<file path="config.mk">
export PLATFORM = sky130hd
export DESIGN_NAME = reg_bank_32
export DESIGN_NICKNAME = d
export VERILOG_FILES = /design/src/rtl/reg_bank_pkg.sv /design/src/rtl/decoder_32.sv /design/src/rtl/reg_bank_32.sv
export SDC_FILE = /design/constraint.sdc
export NUM_CORES = 1
export LEC_CHECK = 0
export ABC_AREA = 1
export CORE_AREA = 2 2 416 418
export DETAILED_ROUTE_END_ITERATION = 12
export DIE_AREA = 0 0 418 420
export GPL_TIMING_DRIVEN = 1
export SLEW_MARGIN = 20
export SYNTH_ARGS = -nofsm -noshare
export SYNTH_HDL_FRONTEND = slang
export SYNTH_HIERARCHICAL = 1
export SYNTH_SLANG_ARGS = --single-unit
</file>
<file path="constraint.sdc">
create_clock -name clock_i -period 4.75 [get_ports clock_i]
set_input_delay 0.475 -clock clock_i [delete_from_list [all_inputs] [get_ports clock_i]]
set_output_delay 0.475 -clock clock_i [all_outputs]
set_load 0.01 [all_outputs]
</file>
<file path="src/rtl/reg_bank_pkg.sv">
// Shared constants and state encoding for the 32-entry register bank.
package reg_bank_pkg;

  localparam int WIDTH    = 32;
  localparam int SEL_BITS = 5;
  localparam int DEPTH    = 32;

  typedef enum logic {
    IDLE  = 1'b0,
    CLEAR = 1'b1
  } state_e;

endpackage

</file>
<file path="src/rtl/decoder_32.sv">
// Combinational select-to-one-hot decoder for the register bank write path.
module decoder_32
  import reg_bank_pkg::*;
(
  input  logic [SEL_BITS-1:0] sel_i,
  input  logic                en_i,
  output logic [DEPTH-1:0]    onehot_o
);

  always_comb begin
    onehot_o = '0;
    if (en_i) begin
      onehot_o[sel_i] = 1'b1;
    end
  end

endmodule

</file>
<file path="src/rtl/reg_bank_32.sv">
// 32 x 32-bit register bank with one-per-cycle bulk clear sequencer.
// Build option REG_BANK_ZERO_REG_EN hardwires register 0 to zero.
module reg_bank_32
  import reg_bank_pkg::*;
(
  input  logic                      clock_i,
  input  logic                      reset_i,
  input  logic                      wr_en_i,
  input  logic [SEL_BITS-1:0]       wr_sel_i,
  input  logic [WIDTH-1:0]          wr_data_i,
  input  logic                      clr_req_i,
  output logic                      wr_ack_o,
  output logic                      busy_o,
  output logic [SEL_BITS-1:0]       clr_idx_o,
  output logic [WIDTH*DEPTH-1:0]    q_flat_o
);

  state_e                state_q;
  logic                  wr_ack_q;
  logic                  busy_q;
  logic [SEL_BITS-1:0]   clr_idx_q;
  logic [WIDTH-1:0]      regs_q [DEPTH];
  logic [DEPTH-1:0]      wr_onehot;
  logic                  wr_go;
  logic                  clr_active;

  // clr_req wins over a same-cycle write, and writes are locked out while clearing
  assign wr_go      = (state_q == IDLE) && wr_en_i && !clr_req_i;
  assign clr_active = (state_q == CLEAR);

  decoder_32 u_wr_dec (
    .sel_i    (wr_sel_i),
    .en_i     (wr_go),
    .onehot_o (wr_onehot)
  );

  always_ff @(posedge clock_i) begin
    if (reset_i) begin
      state_q   <= IDLE;
      wr_ack_q  <= 1'b0;
      busy_q    <= 1'b0;
      clr_idx_q <= '0;
    end else begin
      case (state_q)
        IDLE: begin
          wr_ack_q <= wr_go;
          if (clr_req_i) begin
            state_q   <= CLEAR;
            busy_q    <= 1'b1;
            clr_idx_q <= '0;
          end
        end
        CLEAR: begin
          wr_ack_q <= 1'b0;
          if (clr_idx_q == SEL_BITS'(DEPTH - 1)) begin
            state_q   <= IDLE;
            busy_q    <= 1'b0;
            clr_idx_q <= '0;
          end else begin
            clr_idx_q <= clr_idx_q + SEL_BITS'(1);
          end
        end
        default: begin
          state_q   <= IDLE;
          wr_ack_q  <= 1'b0;
          busy_q    <= 1'b0;
          clr_idx_q <= '0;
        end
      endcase
    end
  end

  always_ff @(posedge clock_i) begin
    for (int i = 0; i < DEPTH; i++) begin
      if (reset_i) begin
        regs_q[i] <= '0;
      end else if (wr_onehot[i]) begin
`ifdef REG_BANK_ZERO_REG_EN
        if (i != 0) begin
          regs_q[i] <= wr_data_i;
        end
`else
        regs_q[i] <= wr_data_i;
`endif
      end else if (clr_active && (clr_idx_q == SEL_BITS'(i))) begin
        regs_q[i] <= '0;
      end
    end
  end

  for (genvar g = 0; g < DEPTH; g++) begin : g_flat
`ifdef REG_BANK_ZERO_REG_EN
    if (g == 0) begin : g_zero
      assign q_flat_o[g*WIDTH +: WIDTH] = '0;
    end else begin : g_reg
      assign q_flat_o[g*WIDTH +: WIDTH] = regs_q[g];
    end
`else
    assign q_flat_o[g*WIDTH +: WIDTH] = regs_q[g];
`endif
  end

  assign wr_ack_o  = wr_ack_q;
  assign busy_o    = busy_q;
  assign clr_idx_o = clr_idx_q;

endmodule

</file>
Word level (Yosys, flattened, before mapping)
Memories as Yosys holds them, arrays and structs flattened.
Index checks and enable logic that the tools add are counted.

operators by class
  add/sub/neg operators = 1
  multipliers = 0
  div/mod/pow operators = 0
  order comparisons = 2
  equal/unequal tests = 33
  shifts and indexed selects = 0
  muxes and demuxes = 303
  bitwise operators = 65
  reduce and logical (&&, ||, !) cells = 38

operators by type and width
  cell                                                               count
  two-way mux 32 bit                                                 65
  two-way mux 1 bit                                                  231
  equality test 5 bit, second input constant                         16
  OR 1 bit                                                           64
  equality test 5 x 4 -> 1 bit, second input constant                8
  logical AND 1 bit                                                  35
  equality test 5 x 3 -> 1 bit, second input constant                4
  equality test 5 x 2 -> 1 bit, second input constant                2
  two-way mux 5 bit                                                  2
  case mux 5 bit (2 select lines)                                    1
  < comparator 5 x 6 -> 1 bit, second input constant                 1
  case mux 1 bit (2 select lines)                                    3
  adder 5 x 1 -> 5 bit, second input constant                        1
  demux 1 bit (select 5 bit)                                         1
  equality test 5 x 1 -> 1 bit, second input constant                1
  greater-or-equal comparator 5 x 1 -> 1 bit, second input constant  1
  logical NOT 5 bit                                                  1
  != test 2 x 1 -> 1 bit, second input constant                      1
  != test 2 bit, second input constant                               1
  AND reduction 2 bit                                                1
  logical NOT 1 bit                                                  1
  inverter 1 bit                                                     1

storage, ports and cells
  flip-flop bits (word level) = 8
  latch bits = 0
  memory bits (writable) = 1,024
  bits in read-only memories = 0
  output and inout port bits = 1,031
  word-level logic and storage cells = 447
  memories = 1

memory list
  name    words  width  rd ports  clocked after Yosys merged registers in  write ports  RTL line           source
  regs_q  32     32     32        0                                        32           reg_bank_32.sv:22  logic [WIDTH-1:0] regs_q [DEPTH];

Logic depth before layout (Yosys ltp)
Gate-level depths: netlist (run 1).

  depth after elaboration = 10
  gate-level depth with buffers = 9
  gate-level depth less buffers = 9

Modules after synthesis
Netlist (run 1), hierarchy kept.

by module, submodules not included
  module       times used  cells each  area each (um^2)  seq. area each (um^2)
  reg_bank_32  1           2,485       36,980.5          30,909.6
  decoder_32   1           50          200.2             0.0

Worst setup path after synthesis (run 1)
No wires, ideal clock.

  kind = input to register
  start = in clr_req_i
  end = mem regs_q[6][0] (netlist: regs_q[0][192]), enable pin
  data arrival time = 2.229 ns
  data required time = 4.361 ns
  slack = 2.132 ns
  stages = 7
  buffers on the path = 0
  cells stage by stage = nor2_1 inv_1 nor2_1 nand3_1 nor2_1 nor2_1 nand2_1

RTL lines
  element             RTL line           source
  start: declaration  reg_bank_32.sv:11  input logic clr_req_i,
  end: declaration    reg_bank_32.sv:22

==> results of run 1 <==
==> cell type report <==
cell class / count / area [sq um] / share of cell area (%)
diodes: 9 / 22.52 / 0.04189
clock buffers: 135 / 2889 / 5.373
clock inverters: 67 / 740.7 / 1.378
inverters: 54 / 210.2 / 0.3909
multi-input cells: 1248 / 5035 / 9.364
flip-flops and latches: 1032 / 30910 / 57.49
well taps: 2233 / 2794 / 5.196
repair buffers: 1128 / 11170 / 20.77
==> routing by layer <==
| layer | global-route usage, % | wire, microns | vias up |
|---|---|---|---|
| met4 | 9.588 | 8904 | 8 |
| met1 | 21.61 | 61880 | 13210 |
| met2 | 33.41 | 89360 | 1567 |
| met5 | 0 | 49 | - |
| li1 | - | - | 10650 |
| met3 | 4.960 | 15240 | 339 |
==> through the flow <==
step	power [mW]	util, %	hold slack [ns]	cell area [sq um]	instances
final	21.10	31.45	0.3720	53770	5906
after global routing	21.62	31.44	0.3174	53750	5900
after CTS	21.26	31.43	0.2798	53740	5897
after detailed placement	12.53	29.31	0.4834	50110	5695
after global placement	12.52	29.30	0.4754	50100	5695
after floorplan	11.16	-	0.5083	37180	2535
==> critical path, stage by stage (launching register included) <==
cell and delay [ns]:
dfxtp_1 0.38, nor2_1 0.39, inv_1 0.11, nor2_1 0.22, nand3_1 0.41, nor2_1 0.37
nor2_1 0.09, nand2_2 0.45, buf_4 0.37
==> final timing paths <==
kind | end | cells after the start | slack [ns]
min | clr_idx_o[1] | 3 | 0.37
max reg2reg | regs_q[1][290] | 8 | 1.62
min reg2reg | busy_o | 2 | 0.49
max | regs_q[1][290] | 8 | 1.62
==> registers in the layout, indices dropped and copies added (netlist names) <==
| name | count |
|---|---|
| clr_idx_o | 5 |
| clr_active | 1 |
| busy_o | 1 |
| wr_ack_o | 1 |
| regs_q | 1024 |
==> placed cells by master, fill, tap and decap left out, types with 3 or more instances in the layout <==
cell type,count
clkinv_1,26
clkbuf_1,23
nor2_1,1098
clkinv_16,3
a21oi_1,7
nand2_4,16
ha_1,6
inv_8,3
dfxtp_1,8
diode_2,9
buf_4,55
inv_4,3
nand2_2,41
nor2_2,10
inv_2,30
inv_6,9
nand3_1,12
inv_1,21
clkdlybuf4s50_1,1070
clkinv_2,9
clkbuf_16,112
bufinv_16,11
edfxtp_1,1024
nand2_1,49
==> cells by family after synthesis <==
family	share of synthesized area (%)
compound gates	0.1447
fa+ha+maj	0.2019
buf+inv	3.604
flops	83.13
simple gates	12.92
==> power breakdown <==
part | internal [mW] | leakage [nW] | switching (mW)
Sequential | 10.4 | 10.5 | 0.132
Clock | 4.96 | 1.75 | 3.84
Combinational | 0.673 | 7.34 | 1.14
==> impl_metrics.tcl, run 1 <==
set metrics [dict create \
    outcome "finished, final reports clean" \
    synth_most_common_cell "nor2_1" \
    drv_slew 0 \
    crit_fanout 17 \
    dieWidth_microns 418 \
    critical_path_class "reg2reg" \
    num_io_pins 1072 \
    cp-startpoint "clr_active" \
    synthTopCellsByCount "nor2_1, edfxtp_1, nand2_1" \
    antenna_found_initial 23 \
    vdd_drop_max_v 0.0003009 \
    ctsResizeCount 0 \
    synth_top_area_share_pct 82.70 \
    power.density_mw_per_mm2 392.5 \
    ys_seq_area_share_pct 83.13 \
    core_area_sq_mm 0.1710 \
    insertion_delay_ns 0.74 \
    tightest_slew_ns 1.085 \
    critPathCaptureType "register" \
    track_usage_pct 19.16 \
    synth_top_area_cell "edfxtp_1" \
    io_buffer_count 1071 \
    maxSlewHeadroom_pct 27.70 \
    ys_ff_latch 1032 \
    hold_class "in2reg" \
    fillers 16900 \
    syn_area_per_cell_sq_um 14.67 \
    syn_to_final_growth_pct 44.62 \
    wirelength_microns 175400 \
    synthTopCellsByArea "edfxtp_1, nor2_1, buf_4" \
    ant_nets 0 \
    grt_max_degree 38 \
    viasPerCell 4.364 \
    synth.distinct_cells 24 \
    drc_errors 0 \
    synth_area_sq_mm 0.03718 \
    leakagePower_nw 19.64 \
    via_count 25780 \
    cts_root_buf "clkbuf_16" \
    fin_skew_ns 0.03097 \
    ys_async_sr_fraction_pct 0 \
    post-place-ws_ns 1.069 \
    maxCapViolCount 0 \
    dr.pass1.iters 5 \
    crit_arrival_ns 3.57 \
    fin_nets 3622 \
    hold_viol_final 0 \
    synth_nets 2582 \
    cts.sinks 1032 \
    wl_per_cell_microns 29.71 \
    worstReg2RegStart "clr_active" \
    place.gp.congestion 0.8425 \
    cts_tree "yes" \
    drt_iter0_markers 2851 \
    hold_buffers 0 \
    worst_slack_ns 1.621 \
    path_clk_slew_ns 0.06 \
    tns_ns 0 \
    synth_edf_count 1024 \
    row_count 152 \
    cts_setup_buffers 0 \
    hold_start "reset_i" \
    hpwlAfterDp_microns 121000 \
    startpoint_type "register" \
    synth-main-ff-cell "edfxtp_1" \
    grt_pass1_wl_microns 222900 \
    setup_viol 0 \
    die_y_microns 420 \
    ys_warn_count 6 \
    cts_inserted_buffers 111 \
    final_layout_size_suffix_gt1_share_pct 8.597 \
    fmax_mhz 319.6 \
    dieArea_sq_mm 0.1756 \
    cts_buffer_depth 3 \
    period_share_pct 65.87 \
    grt_overflow 0 \
    synthCells 2535 \
    initial_utilization_pct 21.75 \
    fin_crit_ns 3.129 \
    h-tree-depth 3 \
    required_ns 5.19 \
    rsz0062_at_grt "no" \
    grt_pass1_vias 24370 \
]
Power figures use the tool's default switching activity.
==> inputs of run 2 (changes only) <==
==> constraint.sdc (replaced) <==
create_clock -name clock_i -period 3.1 [get_ports clock_i]
set_input_delay 0.31 -clock clock_i [delete_from_list [all_inputs] [get_ports clock_i]]
set_output_delay 0.31 -clock clock_i [all_outputs]
set_load 0.01 [all_outputs]
==> impl_metrics.tcl, run 2 (synthesized netlist as in run 1, its figures left out) <==
set metrics [dict create \
    cts_tree "yes" \
    grt_max_degree 38 \
    seqPwrFrac_pct 50.3 \
    setup_viol 0 \
    insertion_delay_ns 0.77 \
    leakagePower_nw 20.11 \
    drt_iter0_markers 2896 \
    tightest_slew_ns 0.9213 \
    place_inst 5755 \
    dr.pass1.iters 5 \
    startpoint_type "register" \
    crit_fanout 29 \
    hold_class "in2reg" \
    final_layout_size_suffix_gt1_share_pct 10.12 \
    clkPwrFrac_pct 40.6 \
    initial_utilization_pct 21.75 \
    largest_reg_flops 1024 \
    ctsResizeCount 0 \
    fillers 16810 \
    grt_pass1_vias 24800 \
    period_share_pct 83.47 \
    stdcell_count 5963 \
    cts.sinks 1032 \
    fin_nets 3681 \
    maxCapViolCount 0 \
    hpwlAfterDp_microns 119500 \
    maxSlewHeadroom_pct 38.58 \
    vdd_drop_max_v 0.0005244 \
    dieWidth_microns 418 \
    hold_buffers 0 \
    fmax_mhz 386.4 \
    core_area_sq_mm 0.1710 \
    grt_overflow 0 \
    rsz0062_at_grt "no" \
    holdWs_ns 0.2081 \
    cts_root_buf "clkbuf_16" \
    die_y_microns 420 \
    drv_slew 0 \
    worst_slack_ns 0.5123 \
    fin_crit_ns 2.588 \
    critPathCaptureType "register" \
    track_usage_pct 19.17 \
    wirelength_microns 175500 \
    row_count 152 \
    grt_pass1_wl_microns 224400 \
    required_ns 3.52 \
    mostFrequentLayoutCell "nor2_1" \
    place.gp.congestion 0.8325 \
    io_buffer_count 1071 \
    cts_setup_buffers 0 \
    drc_errors 0 \
    combPwrFrac_pct 9.1 \
    tns_ns 0 \
    num_io_pins 1072 \
    dieArea_sq_mm 0.1756 \
    seqCellArea_sq_mm 0.03091 \
    path_clk_slew_ns 0.06 \
    final_cell_mix "nor2_1, clkdlybuf4s50_1, edfxtp_1, clkbuf_16, buf_4" \
    ant_nets 0 \
    wl_per_cell_microns 29.43 \
    top_register "regs_q" \
    crit_arrival_ns 3.01 \
    fin_skew_ns 0.03499 \
    hold_viol_final 0 \
    h-tree-depth 3 \
    viasPerCell 4.383 \
    cts_inserted_buffers 110 \
    power.density_mw_per_mm2 583.6 \
    syn_to_final_growth_pct 47.15 \
    post-place-ws_ns -0.02762 \
    cts_buffer_depth 3 \
    antenna_found_initial 20 \
    p_int_mw 24.14 \
    via_count 26130 \
    outcome "finished, final reports clean" \
    multi_input_area_sq_mm 0.005025 \
    utilization_pct 32.00 \
    p_sw_share_pct 24.41 \
    power_switching_mw 7.796 \
    critical_path_class "reg2reg" \
]
-- run 2: final timing paths --
| check | start | endpoint | slack, ns | cells after the start |
|---|---|---|---|---|
| max reg2reg | clr_active | regs_q[0][373] | 0.51 | 8 |
| min | reset_i | clr_idx_o[4] | 0.21 | 3 |
| max | clr_active | regs_q[0][373] | 0.51 | 8 |
| min reg2reg | busy_o | busy_o | 0.49 | 2 |
-- run 2: per-layer routing --
layer	vias to the layer above	global-route usage (%)	part of all wire, %
li1	10770	-	-
met1	13360	21.68	35
met2	1639	33.95	52
met3	357	4.398	8.4
met4	10	9.227	5.0
met5	-	0	0.037
-- run 2: through the flow --
stage               total power, mW  instance area (sq um)
CTS                           32.25                  54700
detailed placement            19.33                  51210
finish                        31.93                  54710
global placement              19.31                  51210
floorplan                     17.11                  37180
global route                  32.79                  54700
-- run 2: critical path, cell delays in order (launching register included) --
cell	delay (ns)
dfxtp_1	0.41
nor2_1	0.19
inv_1	0.09
nor2_1	0.27
nand3_1	0.42
nor2_1	0.33
nor2_1	0.09
nand2_2	0.18
buf_12	0.24
-- run 2: layout make-up --
type,count,area share [%]
clock inverters,62,1.050
well taps,2233,5.107
flip-flops and latches,1032,56.50
multi-input cells,1248,9.184
repair buffers,1188,22.45
inverters,54,0.3705
diodes,6,0.02744
clock buffers,140,5.315
-- run 2: power groups by stage --
stage                     combinational [mW]  sequential [mW]  clock, mW
after global placement                  2.97             16.3          0
after CTS                               2.98             16.1       13.2
after detailed placement                2.97             16.4          0
final                                   2.92             16.1       12.9
after floorplan                        0.462             16.6          0
after global routing                    3.01             16.1       13.7
